<file path="src/rtl/iir_feed_ctrl_pkg.sv">
// Shared state encoding for the IIR feed sequencer and its surroundings.
package iir_feed_ctrl_pkg;

    localparam int NB_STATE = 2;

    typedef enum logic [NB_STATE-1:0] {
        ST_IDLE  = 2'd0,
        ST_CLEAR = 2'd1,
        ST_RUN   = 2'd2,
        ST_DRAIN = 2'd3
    } state_t;

endpackage

</file>
<file path="src/rtl/iir_feed_ctrl_slot_strobe.sv">
// Loadable down-counter that holds at zero; zero marks an open rate slot.
// A consume pulse closes the slot by reloading the period.
module slot_strobe #(
    parameter int NB_DIV = 8
) (
    input  logic              clock,
    input  logic              i_rst,
    input  logic              i_load,
    input  logic [NB_DIV-1:0] i_load_val,
    input  logic              i_consume,
    input  logic [NB_DIV-1:0] i_reload_val,
    output logic              o_slot
);

    logic [NB_DIV-1:0] cnt_q;
    logic [NB_DIV-1:0] cnt_d;

    always_comb begin
        cnt_d = cnt_q;
        if (i_load) begin
            cnt_d = i_load_val;
        end else if (i_consume) begin
            cnt_d = i_reload_val;
        end else if (cnt_q != '0) begin
            cnt_d = cnt_q - 1'b1;
        end
    end

    always_ff @(posedge clock) begin
        if (i_rst) begin
            cnt_q <= '0;
        end else begin
            cnt_q <= cnt_d;
        end
    end

    assign o_slot = (cnt_q == '0);

endmodule

</file>
<file path="src/rtl/iir_feed_ctrl.sv">
// Sequencer for the 8-bit IIR core: clear, run at a programmable sample rate,
// then drain the filter tail with zeros and return tagged results.
module iir_feed_ctrl
    import iir_feed_ctrl_pkg::*;
#(
    parameter int NB_DATA   = 8,
    parameter int NB_DIV    = 8,
    parameter int CLR_CYC   = 2,
    parameter int DRAIN_LEN = 4,
    parameter int FILT_LAT  = 1
) (
    input  logic                clock,
    input  logic                i_rst,
    input  logic                i_start,
    input  logic                i_stop,
    input  logic [NB_DIV-1:0]   i_div,
    input  logic [NB_DATA-1:0]  i_x,
    input  logic                i_x_valid,
    output logic                o_x_ready,
    output logic [NB_DATA-1:0]  o_filt_x,
    output logic                o_filt_en,
    output logic                o_filt_rst_n,
    input  logic [NB_DATA-1:0]  i_filt_y,
    output logic [NB_DATA-1:0]  o_y,
    output logic                o_y_valid,
    output logic                o_busy,
    output logic [NB_STATE-1:0] o_state
);

    // Handshake: a sample moves when i_x_valid and o_x_ready are both high in
    // the same cycle; ready only rises in RUN while a rate slot is open.

    localparam int NB_CLR = $clog2(CLR_CYC + 1);
    localparam int NB_DRN = $clog2(DRAIN_LEN + 1);
    localparam logic [NB_CLR-1:0] CLR_LAST = NB_CLR'(CLR_CYC - 1);
    localparam logic [NB_DRN-1:0] DRN_LAST = NB_DRN'(DRAIN_LEN - 1);

    state_t               state_q, state_d;
    logic [NB_DIV-1:0]    div_q, div_d;
    logic [NB_CLR-1:0]    clr_cnt_q, clr_cnt_d;
    logic [NB_DRN-1:0]    drn_cnt_q, drn_cnt_d;
    logic [NB_DATA-1:0]   filt_x_q, filt_x_d;
    logic                 filt_en_q, filt_en_d;
    logic [FILT_LAT-1:0]  vld_q, vld_d;
    logic [NB_DATA-1:0]   y_q, y_d;
    logic                 y_valid_q, y_valid_d;

    logic slot;
    logic accept;
    logic drain_feed;
    logic start_run;
    logic slot_reload;

    // Open the first slot immediately on entering RUN; reload the period on
    // every feed, and on stop so a dropped pending slot is not reused by DRAIN.
    slot_strobe #(
        .NB_DIV (NB_DIV)
    ) u_slot (
        .clock        (clock),
        .i_rst        (i_rst),
        .i_load       (start_run),
        .i_load_val   ('0),
        .i_consume    (slot_reload),
        .i_reload_val (div_q),
        .o_slot       (slot)
    );

    // State register
    always_ff @(posedge clock) begin
        if (i_rst) begin
            state_q <= ST_IDLE;
        end else begin
            state_q <= state_d;
        end
    end

    // Next-state logic
    always_comb begin
        state_d = state_q;
        case (state_q)
            ST_IDLE: begin
                if (i_start) state_d = ST_CLEAR;
            end
            ST_CLEAR: begin
                if (i_stop) begin
                    state_d = ST_IDLE;
                end else if (clr_cnt_q == CLR_LAST) begin
                    state_d = ST_RUN;
                end
            end
            ST_RUN: begin
                if (i_stop) state_d = ST_DRAIN;
            end
            ST_DRAIN: begin
                if (drain_feed && (drn_cnt_q == DRN_LAST)) state_d = ST_IDLE;
            end
            default: state_d = ST_IDLE;
        endcase
    end

    // FSM outputs
    always_comb begin
        start_run    = (state_q == ST_IDLE) && i_start;
        accept       = (state_q == ST_RUN) && slot && i_x_valid;
        drain_feed   = (state_q == ST_DRAIN) && slot;
        slot_reload  = accept || drain_feed || ((state_q == ST_RUN) && i_stop);
        o_x_ready    = accept;
        o_busy       = (state_q != ST_IDLE);
        o_state      = state_q;
        o_filt_rst_n = ~(i_rst | (state_q == ST_CLEAR));
    end

    always_comb begin
        div_d     = start_run ? i_div : div_q;
        clr_cnt_d = (state_q == ST_CLEAR) ? clr_cnt_q + 1'b1 : '0;
        drn_cnt_d = '0;
        if (state_q == ST_DRAIN) begin
            drn_cnt_d = drain_feed ? drn_cnt_q + 1'b1 : drn_cnt_q;
        end

        filt_en_d = accept || drain_feed;
        filt_x_d  = filt_x_q;
        if (accept) begin
            filt_x_d = i_x;
        end else if (drain_feed) begin
            filt_x_d = '0;
        end

        // The oldest pipe stage marks the cycle the core result is valid.
        vld_d[0] = filt_en_q;
        for (int i = 1; i < FILT_LAT; i++) begin
            vld_d[i] = vld_q[i-1];
        end
        y_valid_d = vld_q[FILT_LAT-1];
        y_d       = vld_q[FILT_LAT-1] ? i_filt_y : y_q;
    end

    always_ff @(posedge clock) begin
        if (i_rst) begin
            div_q     <= '0;
            clr_cnt_q <= '0;
            drn_cnt_q <= '0;
            filt_x_q  <= '0;
            filt_en_q <= 1'b0;
            vld_q     <= '0;
            y_q       <= '0;
            y_valid_q <= 1'b0;
        end else begin
            div_q     <= div_d;
            clr_cnt_q <= clr_cnt_d;
            drn_cnt_q <= drn_cnt_d;
            filt_x_q  <= filt_x_d;
            filt_en_q <= filt_en_d;
            vld_q     <= vld_d;
            y_q       <= y_d;
            y_valid_q <= y_valid_d;
        end
    end

    assign o_filt_x  = filt_x_q;
    assign o_filt_en = filt_en_q;
    assign o_y       = y_q;
    assign o_y_valid = y_valid_q;

endmodule

</file>
<file path="config.mk">
export PLATFORM = sky130hd
export DESIGN_NAME = iir_feed_ctrl
export DESIGN_NICKNAME = d
export VERILOG_FILES = /design/src/rtl/iir_feed_ctrl_pkg.sv /design/src/rtl/iir_feed_ctrl_slot_strobe.sv /design/src/rtl/iir_feed_ctrl.sv
export SDC_FILE = /design/constraint.sdc
export NUM_CORES = 1
export LEC_CHECK = 0
export CORE_MARGIN = 2
export CORE_UTILIZATION = 53
export CTS_BUF_LIST = sky130_fd_sc_hd__clkbuf_2 sky130_fd_sc_hd__clkbuf_4 sky130_fd_sc_hd__clkbuf_8
export CTS_CLUSTER_DIAMETER = 100
export DETAILED_ROUTE_END_ITERATION = 16
export GPL_TIMING_DRIVEN = 0
export PLACE_DENSITY = 0.95
export SETUP_SLACK_MARGIN = 0.02
export SLEW_MARGIN = 10
export SYNTH_ARGS = -nofsm -noshare
export SYNTH_HDL_FRONTEND = slang
export SYNTH_SLANG_ARGS = --single-unit
</file>
<file path="constraint.sdc">
create_clock -name clock -period 4.8 [get_ports clock]
set_clock_uncertainty 0.05 [all_clocks]
set_input_delay 0.96 -clock clock [delete_from_list [all_inputs] [get_ports clock]]
set_output_delay 0.96 -clock clock [all_outputs]
set_load 0.005 [all_outputs]
</file>
; Yosys cells after proc, flatten, opt, wreduce, memory -nomap -nowiden
; Index checks and enable logic that the tools add are counted.
[op_classes]
addsub = 3
n_eq_ne = 9
n_mux = 10
n_bitwise = 4
n_reduce_logical = 18
[ops]
columns = operator, n
row1 = 2-to-1 mux 8 bit, 4
row2 = 2-to-1 mux 2 bit, 5
row3 = logical NOT 8 bit, 1
row4 = case mux 2 bit (4 select lines), 1
row5 = nonzero test 8 bit, 1
row6 = subtractor 8 x 1 -> 8 bit (second input constant), 1
row7 = logical AND 1 bit, 6
row8 = != test 2 bit (second input constant), 3
row9 = nonzero test 2 bit, 3
row10 = OR reduction 2 bit, 3
row11 = equality test 2 x 1 -> 1 bit (second input constant), 2
row12 = equality test 2 bit (second input constant), 2
row13 = AND reduction 4 bit, 1
row14 = adder 3 x 1 -> 3 bit (second input constant), 1
row15 = equality test 3 x 2 -> 1 bit (second input constant), 1
row16 = != test 3 bit (second input constant), 1
row17 = inverter 1 bit, 3
row18 = adder 2 x 1 -> 2 bit (second input constant), 1
row19 = logical NOT 2 bit, 1
row20 = logical OR 1 bit, 2
row21 = OR 1 bit, 1
[totals]
reg_bits = 42
output_inout_bits = 23
wordCells = 54

; Longest topological paths before layout
[logic_depth]
depth_word = 6
depth_mapped = 8
depth_no_buf = 6

; Cells and area by module
; From an unflattened synthesis, not the netlist that was laid out.
[unflattened]
hier_cells = 192
hier_area_um2 = 1825.5
[modules_own_cells]
columns = mod, instances, cells_each, area_per_inst_um2, seq_area_each_um2
row1 = iir_feed_ctrl, 1, 128, 1297.5, 680.7
row2 = slot_strobe, 1, 64, 528.0, 160.2

; Worst setup path after synthesis
; OpenSTA, ideal clock, no wires.
[synth_timing]
path_kind = register -> output
start = register u_slot.cnt_q[0]
end = output port o_x_ready
arrival_time_ns = 1.666
required_ns = 3.790
setup_slack_ns = 2.124
path_stages_with_launch = 6
cell_sequence = dfxtp_1 -> inv_1 -> ha_1 -> or3b_2 -> clkbuf_1 -> nor3_4
[synth_via]
elab_chain_len = 3
[synth_rtl]
columns = element, line_no
row1 = start: declaration, iir_feed_ctrl_slot_strobe.sv:15  ; logic [NB_DIV-1:0] cnt_q;
row2 = start signal: assignment, iir_feed_ctrl_slot_strobe.sv:33  ; cnt_q <= cnt_d;
row3 = logical NOT 8 bit, iir_feed_ctrl_slot_strobe.sv:37  ; assign o_slot = (cnt_q == '0);
row4 = logical AND 1 bit (2 in a row), iir_feed_ctrl.sv:104  ; accept = (state_q == ST_RUN) && slot && i_x_valid;
row5 = end: declaration, iir_feed_ctrl.sv:19  ; output logic o_x_ready,
; Every way passes these cells.

; Worst setup path in the final report
; Same ends and word-level chain as after synthesis.

==> reports/metrics.yaml <==
yosysWarnings: 0
leakage_nw: 0.887
period_share_pct: 81.4
regArea_um2: 841
synth-edff-count: 0
gp_congestion: 0.801
critPathKind: "reg2out"
outcome: "finished, final reports clean"
finalCriticalPeriod_ns: 3.91
cp-startpoint: "u_slot.cnt_q[0]"
setup_viol: 0
synth.distinct_cells: 41
syn_to_final_growth_pct: 36.1
end_kind: "output pin"
switchingPower_mw: 0.414
hp-class: "reg2reg"
path_clk_slew_ns: 0.13
drt-initial-drc-count: 59
synth_flop_cell: "dfxtp_1"
layout_commonest_cell: "clkdlybuf4s50_1"
syn_area_per_cell_um2: 9.39
antenna_left: 0
synth-seq-cells: 42
multi_input_area_um2: 928
first_pass_iters: 4
grt_pass1_wl_um: 7390
fin_tns_setup_ns: 0
routedWlPerCell_um: 14.6
numClockSinks: 42
max_clock_freq_mhz: 256
cp_cell_sequence: "inv_1 -> ha_1 -> or3b_2 -> clkbuf_1 -> nor3_4 -> clkdlybuf4s50_1"
cp.depth: 6
dieArea_um2: 3960
antenna_found_initial: 0
holdWs_ns: 0.401
finalNetCount: 287
vias: 1644
critical_path.max_fanout: 9
crit_required_ns: 3.79
power_mw: 1.17
rsz0062_at_grt: "false"
max_slew_margin_pct: 54.9
path_buf_inv: 3
final_cell_mix: "clkdlybuf4s50_1 (50), dfxtp_1 (42), nor2_1 (24)"
wl_um: 4380
crit_end: "o_x_ready"
initial_core_util_pct: 55.2
layout-drive-gt1-share_pct: 11.0
hold_viol: 0
sw_frac_of_total_pct: 35.3
yosysSeqAreaShare_pct: 45.7
port_buffers: 50
syn-cell-area_um2: 1840
first_global_vias: 1638
powerDensity_nw_per_um2: 469
fin_area_um2: 2500
drv_cap: 0
dpl.hpwl_um: 3240
arrival_ns: 2.90
r2r-start: "u_slot.cnt_q[0]"
gr-total-overflow: 0
synthCells: 196
fp.coreArea_um2: 3340
io_pins: 52
cts_buffer_depth: 2
regToRegSetupSlack_ns: 2.41
postCtsHoldBufs: 0
intPower_mw: 0.760
critPathLaunchType: "flop"
tightestPinTransition_ns: 0.670
reg2reg_depth: 8
tritoncts: "done"
clk_latency_ns: 0.34
power_frac_clock_pct: 23.9
pwr-share-seq_pct: 35.8
drv_slew: 0
critPathTopFamily: "buffers and inverters"
h-tree-depth: 2
grt_max_degree: 15
fp.dieH_um: 62.9
cts_made_buffers: 5
synth_nets: 230
via_per_inst: 5.48
combPwrFrac_pct: 40.3
post-cts-setup-buffers: 0
cts-resized-gates: 0
chipWidth_um: 62.9
drc: 0
track_usage_pct: 23.7
slowest_delay_ns: 0.61
rows: 21
r2r-end: "o_filt_x[1]"
n_antenna_cell: 0
vdd_drop_max_uv: 294
root_buffer: "clkbuf_4"
dpl_cell_area_um2: 2400
slowest_stage: "clkdlybuf4s50_1"
fillCellCount: 214
async_flop_share_pct: 0
layout make-up:
type | count | share of cell area [%]
multi-input cells | 139 | 37.1
flip-flops and latches | 42 | 33.6
repair buffers | 50 | 20.0
clock inverters | 3 | 2.75
well taps | 46 | 2.30
plain buffers | 10 | 2.10
clock buffers | 5 | 1.50
inverters | 5 | 0.749
synthesized netlist by cell type, types with 2 or more instances:
cell / number / share of area, %
dfxtp_1: 42 / 46
nor2_1: 24 / 4.9
nand2_1: 23 / 4.7
a21oi_1: 14 / 3.8
mux2i_1: 10 / 5.4
a22oi_2: 8 / 5.4
clkbuf_1: 8 / 1.6
o21ai_0: 6 / 1.6
ha_1: 5 / 3.4
inv_1: 5 / 1.0
nor2b_1: 5 / 1.7
nand3_1: 4 / 1.1
nor3_1: 4 / 1.1
nand3b_1: 3 / 1.2
o31ai_1: 3 / 1.2
a211oi_1: 2 / 0.82
buf_6: 2 / 1.2
nor3b_1: 2 / 0.82
nor4_1: 2 / 0.68
nor4b_1: 2 / 0.95
xnor2_1: 2 / 0.95
power by group through the flow:
stage / combinational, mW / clock, mW / sequential, mW
finish: 0.473 / 0.281 / 0.420
global route: 0.520 / 0.299 / 0.428
CTS: 0.471 / 0.284 / 0.420
detailed placement: 0.462 / 0 / 0.428
global placement: 0.447 / 0 / 0.426
floorplan: 0.362 / 0 / 0.419
metrics by stage:
step,std cells,setup WS [ns],util (%)
2_1_floorplan,196,2.12,-
3_3_place_gp,292,1.15,71.9
3_5_place_dp,292,1.13,71.9
4_1_cts,300,0.879,75.1
5_1_grt,300,0.730,75.1
6_report,300,0.892,75.1
layer usage:
layer	GRT usage (%)	part of all wire, %	up-vias
met5	0	0	-
met4	9.44	1.7	0
met3	8.47	6.9	10
met2	41.1	50	58
met1	26.2	41	780
li1	-	-	796
worst min path at each step:
stage	from	to	slack, ns	cells past startpoint
2_1_floorplan	clr_cnt_q[0]	clr_cnt_q[0]	0.36	1
3_3_place_gp	clr_cnt_q[0]	clr_cnt_q[0]	0.37	1
3_5_place_dp	clr_cnt_q[0]	clr_cnt_q[0]	0.38	1
4_1_cts	clr_cnt_q[0]	clr_cnt_q[0]	0.40	1
5_1_grt	clr_cnt_q[0]	clr_cnt_q[0]	0.41	1
6_report	clr_cnt_q[0]	clr_cnt_q[0]	0.40	1
cells by family (layout without fill, tap and decap cells):
logic type               count (synthesis)  after routing  synth area share [%]
AO/OA/AOI/OAI                           41             41                  17.3
XOR/XNOR                                 3              3                  1.43
adder cells (fa/ha/maj)                  5              5                  3.40
buffers and inverters                   15             73                  3.88
flip-flops                              42             42                  45.7
multiplexers                            10             10                  5.44
AND/OR/NAND/NOR                         80             80                  22.9
registers in the layout (all words and copies together) (netlist names), named ones only:
name          cells
div_q             8
o_filt_x          8
o_filt_en         1
o_y_valid         1
clr_cnt_q         2
drn_cnt_q         3
vld_q             1
u_slot.cnt_q      8
o_state           1
o_y               8
worst reg2reg max path: stages, from the launching register on:
cell      delay (ns)
dfxtp_1         0.36
inv_1           0.13
ha_1            0.24
or3b_2          0.46
clkbuf_1        0.24
or3_4           0.44
buf_6           0.16
a22oi_2         0.13
nor2_1          0.06
(Power assumes the default switching activity.)
